## config.mk

```make
export PLATFORM = sky130hd
export DESIGN_NAME = vsw_sequencer
export DESIGN_NICKNAME = d
export VERILOG_FILES = /design/src/rtl/vsw_sequencer.sv
export SDC_FILE = /design/constraint.sdc
export NUM_CORES = 1
export LEC_CHECK = 0
export BUFFER_PORTS_ARGS = -buffer_cell sky130_fd_sc_hd__buf_4
export CORE_UTILIZATION = 30
export DETAILED_ROUTE_END_ITERATION = 12
export PLACE_DENSITY = 0.55
export SETUP_SLACK_MARGIN = 0.3
export SLEW_MARGIN = 20
export SYNTH_ARGS = -nofsm -noshare
export SYNTH_HDL_FRONTEND = slang
export SYNTH_SLANG_ARGS = --single-unit
```

## constraint.sdc

```tcl
create_clock -name clk -period 2.45 [get_ports clk]
set_input_delay 0.3675 -clock clk [delete_from_list [all_inputs] [get_ports clk]]
set_output_delay 0.3675 -clock clk [all_outputs]
set_load 0.05 [all_outputs]
```

## src/rtl/vsw_sequencer.sv

```systemverilog
// Vector store sequencer: walks one vector register element by element and writes it to data memory.
// Optional `VSW_ALIGN_CHECK_EN rejects misaligned base addresses with an err pulse.
module vsw_sequencer #(
  parameter int VLEN_MAX = 8,
  parameter int AW       = 32
) (
  input  logic          clk,
  input  logic          rst_n,
  input  logic          start,
  input  logic [4:0]    vs_base,
  input  logic [AW-1:0] mem_base,
  input  logic [31:0]   vlen,
  input  logic [31:0]   rf_rdata,
  input  logic          dm_ready,
  output logic [4:0]    rf_raddr2,
  output logic [4:0]    cnt,
  output logic          dm_we,
  output logic [AW-1:0] dm_addr,
  output logic [31:0]   dm_wdata,
  output logic          stall,
  output logic          busy,
  output logic          done,
  output logic          err
);

  typedef enum logic [1:0] {IDLE, FETCH, WRITE, DONE} state_t;

  localparam logic [31:0] VMAX = 32'(VLEN_MAX);

  state_t        state_q, state_d;
  logic [4:0]    vs_base_q;
  logic [AW-1:0] addr_q;
  logic [31:0]   n_q, e_q;
  logic [31:0]   n_in;
  logic          load, advance;
  logic          misaligned;

  assign n_in = (vlen > VMAX) ? VMAX : vlen;

`ifdef VSW_ALIGN_CHECK_EN
  logic err_q;
  assign misaligned = (mem_base[1:0] != 2'b00);
  assign err        = (state_q == DONE) && err_q;
`else
  assign misaligned = 1'b0;
  assign err        = 1'b0;
`endif

  assign busy      = (state_q != IDLE);
  assign stall     = start | busy;
  assign rf_raddr2 = busy ? vs_base_q : 5'd0;
  assign dm_wdata  = rf_rdata;

  always_ff @(posedge clk) begin
    if (!rst_n) begin
      state_q   <= IDLE;
      vs_base_q <= '0;
      addr_q    <= '0;
      n_q       <= '0;
      e_q       <= '0;
`ifdef VSW_ALIGN_CHECK_EN
      err_q     <= 1'b0;
`endif
    end else begin
      state_q <= state_d;
      if (load) begin
        vs_base_q <= vs_base;
        addr_q    <= mem_base;
        n_q       <= n_in;
        e_q       <= 32'd1;
`ifdef VSW_ALIGN_CHECK_EN
        err_q     <= misaligned;
`endif
      end else if (advance) begin
        e_q    <= e_q + 32'd1;
        addr_q <= addr_q + AW'(4);
      end
    end
  end

  // cnt and dm_addr stay frozen through WRITE so the registered read data holds under backpressure
  always_comb begin
    state_d = state_q;
    load    = 1'b0;
    advance = 1'b0;
    cnt     = 5'd0;
    dm_we   = 1'b0;
    dm_addr = '0;
    done    = 1'b0;
    case (state_q)
      IDLE: begin
        if (start) begin
          load    = 1'b1;
          state_d = (misaligned || n_in == 32'd0) ? DONE : FETCH;
        end
      end
      FETCH: begin
        cnt     = e_q[4:0];
        dm_addr = addr_q;
        state_d = WRITE;
      end
      WRITE: begin
        cnt     = e_q[4:0];
        dm_addr = addr_q;
        dm_we   = 1'b1;
        if (dm_ready) begin
          if (e_q == n_q) begin
            state_d = DONE;
          end else begin
            advance = 1'b1;
            state_d = FETCH;
          end
        end
      end
      DONE: begin
        done    = 1'b1;
        state_d = IDLE;
      end
      default: state_d = IDLE;
    endcase
  end

endmodule

```

==> results of run 1 <==
==> flip-flops by register name, summed over array words and instances, names as in the netlist <==
register   count
addr_q        32
e_q           32
n_q           32
state_q        2
vs_base_q      5
==> report_power, final <==
part,internal (mW),leakage (nW),switching (mW)
sequential,1.90,0.852,0.282
combinational,0.838,1.85,1.43
clock,0.920,0.162,0.661
==> cell type report <==
cell class                      instances  area (µm²)
Timing Repair Buffer                  155        1280
Tap cell                              229         287
Fill cell                            1844       10900
Clock buffer                           10         239
Sequential cell                       103        2100
Multi-Input combinational cell        482        3210
Clock inverter                          6        83.8
Inverter                               17        63.8
==> metal layers <==
layer | GRT usage | vias up | wire [µm]
met5 | 0 | - | 0
met4 | 0.0474 | 0 | 299
met3 | 0.0463 | 22 | 947
met2 | 0.259 | 167 | 7440
met1 | 0.224 | 2421 | 7720
li1 | - | 2606 | -
==> Yosys cell counts (all sizes together) (20+ instances only) <==
library cell    n  area [µm²]
dfxtp         103        2060
clkbuf         25        93.8
o21ai          36         180
buf            50         345
nor2           20        75.1
nand2          54         205
a21oi          39         195
and3           37         231
nand3          40         200
xnor2          43         377
or4            24         180
and2           42         264
nand4          26         178
==> worst paths after layout <==
path	startpoint	endpoint	slack, ps	depth (start not counted)
setup / recovery	e_q[0]	e_q[26]	330	9
hold / removal	mem_base[17]	addr_q[17]	200	3
setup reg to reg	e_q[0]	e_q[26]	330	9
hold reg to reg	vs_base_q[3]	vs_base_q[3]	450	2
==> cell families after synthesis <==
logic type      Yosys count  share of synthesized area
simple gates            296                      0.305
compound gates          129                      0.146
flops                   103                      0.365
buf+inv                  93                     0.0907
xor+xnor                 43                     0.0667
mux                       7                     0.0124
fa+ha+maj                 6                     0.0133
other cells               1                   0.000665
==> what timing repair did <==
| item | in CTS | in global routing |
|---|---|---|
| pin swaps | 2 | 3 |
| cloned | 0 | 2 |
| setup endpoints to repair | 54 | 77 |
| gates resized for setup | 15 | 49 |
| buffers inserted | 0 | 4 |
==> critical path, delay by kind of cell, from the launching register on <==
| family | cells | cell delay (ps) |
|---|---|---|
| AOI/OAI and AO/OA | 2 | 400 |
| xor gates and xnor gates | 1 | 160 |
| buffers and inverters | 3 | 480 |
| DFF | 1 | 340 |
| and+or+nand+nor | 3 | 680 |
==> impl_metrics.json, run 1 <==
{
  "status": "finished, violations left",
  "failed_checks": "DRC",
  "end_kind": "flip-flop",
  "drive_above_1_share": 0.307,
  "antenna_left": 0,
  "setup_viol": 0,
  "grt_pass1_vias": 4856,
  "drc": 11,
  "viasPerCell": 5.21,
  "die_area_um2": 19400,
  "syn_nets": 789,
  "cts_htree_levels": 3,
  "p_leak_nw": 2.87,
  "fin_util": 0.399,
  "postSynthCellCount": 678,
  "place_congestion": 0.803,
  "finClkSkew_ps": 10.5,
  "final_common_cell": "buf_4",
  "fin_cells": 1002,
  "numPortBuffers": 118,
  "synth_edf_count": 0,
  "drtPass1Iterations": 9,
  "final_area_um2": 7260,
  "critPathMaxStageDelay_ps": 480,
  "ir_drop_mv": 0.501,
  "worstPathRequired_ps": 2740,
  "antenna_cells": 0,
  "dr.first_iter.drc_count": 354,
  "critPathKind": "flip-flop to flip-flop",
  "grt_pass1_wl_um": 25500,
  "synth-async-reset-ratio": 0,
  "core_um2": 18200,
  "antenna_found_initial": 0,
  "synthDistinctLibCells": 58,
  "cp_slowest_cell": "or4_4",
  "avgSynthCellArea_um2": 8.32,
  "hp-class": "primary input to flip-flop",
  "clk_latency_ps": 360,
  "areaGrowthSynthToFinish_pct": 28.7,
  "crit_top_cell": "buf_4",
  "io_pins": 184,
  "fin_total_pwr_mw": 6.03,
  "cts-buffers-inserted": 9,
  "start_kind": "flip-flop",
  "cts_tree": "built",
  "grtUsageTotal": 0.166,
  "final_cell_mix": "146 x buf_4, 74 x dfxtp_1, 52 x nand2_1",
  "grt_max_degree": 49,
  "dieHeight_um": 139,
  "die_x_um": 139,
  "dp_hpwl_um": 11300,
  "synth_ff_type": "dfxtp_1",
  "tns_ps": 0,
  "worst_hold_slack_ps": 198,
  "start_util": 0.310,
  "postCtsHoldBufs": 0,
  "ys_warn_count": 0,
  "post_drt_wl_per_cell_um": 16.4,
  "path_cells": "xnor2_2 > nand4_1 > nor4_2 > buf_4 > buf_4 > a21o_4 > buf_12 > or4_4 > a21oi_2",
  "hold_viol": 0,
  "vias": 5216,
  "layout_setup_ws_ps": 327,
  "rows": 49,
  "preCtsSetupSlack_ps": 232,
  "fmax_mhz": 471,
  "critPathMaxFanout": 13,
  "layout_min_cycle_time_ps": 2120,
  "overflow": 0,
  "finalWirelength_um": 16400,
  "cts_max_path_buffers": 2,
  "fin_nets": 879,
  "placed_cell_area_um2": 6660,
  "min_period_over_period": 0.866,
  "power-per-cell-area_nw_per_um2": 830,
  "clk_pin_slew_ps": 70,
  "ys_seq_area_frac": 0.365,
  "drv_cap": 0,
  "root_buffer": "clkbuf_16",
  "netlist_area_um2": 5640,
  "drv_slew": 0,
  "rsz0062_at_grt": "yes",
  "ys_ff_latch": 103,
  "dp.cells": 980,
  "cts.sinks": 103,
  "arrival_ps": 2410
}
Power figures use the tool's default switching activity.
==> run 2, diff against run 1 <==
- CORE_MARGIN: not set -> 2
==> impl_metrics.json, run 2 (synthesized netlist as in run 1, its figures left out) <==
{
  "critPathKind": "flip-flop to flip-flop",
  "final_cell_mix": "138 x buf_4, 78 x dfxtp_1, 52 x nand2_1",
  "drive_above_1_share": 0.298,
  "preCtsSetupSlack_ps": 263,
  "root_buffer": "clkbuf_16",
  "postCtsHoldBufs": 0,
  "register_area_um2": 2110,
  "layout_min_cycle_time_ps": 2140,
  "antenna_found_initial": 0,
  "worst_pin_slew_ps": 1120,
  "antenna_left": 0,
  "p_leak_nw": 2.90,
  "crit_family": "simple AND/OR/NAND/NOR gates",
  "cp_slowest_cell": "or4b_1",
  "antenna_cells": 0,
  "path_cells": "xnor2_2 > nand4_1 > nor4_4 > buf_4 > a211o_1 > buf_12 > buf_8 > or4b_1 > nand3_1",
  "die_x_um": 141,
  "areaGrowthSynthToFinish_pct": 30.0,
  "slew_headroom": 0.251,
  "finClkSkew_ps": 11.6,
  "cts-buffers-inserted": 9,
  "grt_max_degree": 50,
  "fin_nets": 885,
  "start_kind": "flip-flop",
  "finalWirelength_um": 16300,
  "multiInputGateArea_um2": 3190,
  "n_fill_cell": 1876,
  "critPathBufInv": 3,
  "cts_htree_levels": 3,
  "critPathMaxStageDelay_ps": 460,
  "die_area_um2": 19900,
  "drc": 0,
  "grt_pass1_vias": 4795,
  "clk_latency_ps": 360,
  "io_pins": 184,
  "hp-class": "primary input to flip-flop",
  "start_util": 0.304,
  "worstPathRequired_ps": 2750,
  "dp_hpwl_um": 11200,
  "core_um2": 18600,
  "cts_tree": "built",
  "overflow": 0,
  "setup_viol": 0,
  "min_period_over_period": 0.873,
  "grt_pass1_wl_um": 25600,
  "numPortBuffers": 118,
  "rows": 50,
  "rsz0062_at_grt": "yes",
  "final_common_cell": "buf_4",
  "fmax_mhz": 467,
  "dr.first_iter.drc_count": 313,
  "vias": 5210,
  "drtPass1Iterations": 5,
  "clk_pin_slew_ps": 70,
  "hold_viol": 0,
  "post_drt_wl_per_cell_um": 16.1,
  "layout_setup_ws_ps": 310,
  "power-per-cell-area_nw_per_um2": 836,
  "critPathMaxFanout": 8,
  "ir_drop_mv": 0.517,
  "place_congestion": 0.775,
  "drv_cap": 0,
  "tns_ps": 0,
  "cts_max_path_buffers": 2,
  "cts.sinks": 103,
  "status": "completed",
  "grtUsageTotal": 0.161,
  "dieHeight_um": 141,
  "fin_util": 0.395,
  "arrival_ps": 2440,
  "viasPerCell": 5.14,
  "top_regs": "addr_q x32, e_q x32, n_q x32",
  "end_kind": "flip-flop",
  "drv_slew": 0
}
## run 2: cell types whose count changed in the layout (fill, tap and decap cells not counted), sizes merged
cell / change
buf: +7
clkinv: -2
bufinv: -1
clkbuf: +1
clkdlybuf4s15: +1
## run 2: worst reg2reg max path, cell delays in order, from the launching register on
cell and delay (ps):
dfxtp_4 370, xnor2_2 130, nand4_1 200, nor4_4 90
buf_4 170, a211o_1 300, buf_12 160, buf_8 130
or4b_1 460, nand3_1 70
## run 2: repair_timing
item | CTS | global route
pin swaps | 1 | 14
endpoints found under the setup margin | 34 | 61
buffers inserted | 1 | 10
cloned | 1 | 1
gates resized for setup | 24 | 47
endpoints found under the hold margin | 0 | 0
## run 2: layout make-up
class,count,area share
inverter,17,0.00870
timing repair buffer,161,0.188
clock inverter,3,0.00546
tap,234,0.0399
multi-input combinational,482,0.435
clock buffer,13,0.0368
sequential,103,0.287
## run 2: power breakdown
group | switching [mW] | total, mW | leakage [nW] | internal, mW
clock | 0.643 | 1.52 | 0.156 | 0.874
sequential | 0.286 | 2.19 | 0.850 | 1.90
combinational | 1.49 | 2.43 | 1.89 | 0.942
## run 2: metal layers
metal / vias to the layer above / part of all wire / track usage
li1: 2619 / - / -
met1: 2427 / 0.48 / 0.225
met2: 150 / 0.44 / 0.238
met3: 14 / 0.063 / 0.0503
met4: 0 / 0.012 / 0.0495
met5: - / 0 / 0
## run 2: path summary, 6_finish.rpt
| kind | start | end | slack [ps] | cells past startpoint |
|---|---|---|---|---|
| setup reg to reg | e_q[18] | addr_q[20] | 310 | 9 |
| hold / removal | mem_base[19] | addr_q[19] | 200 | 3 |
| hold reg to reg | addr_q[1] | addr_q[1] | 450 | 2 |
| setup / recovery | e_q[18] | addr_q[20] | 310 | 9 |
## run 2: through the flow
stage | power (mW) | hold slack, ps | cells | instance area, µm²
after global placement | 4.32 | 438 | 984 | 6660
after floorplan | 3.70 | 432 | 678 | 5650
after global routing | 6.47 | 220 | 1013 | 7340
final | 6.14 | 199 | 1013 | 7340
after CTS | 6.07 | 191 | 1002 | 7090
after detailed placement | 4.32 | 443 | 984 | 6660
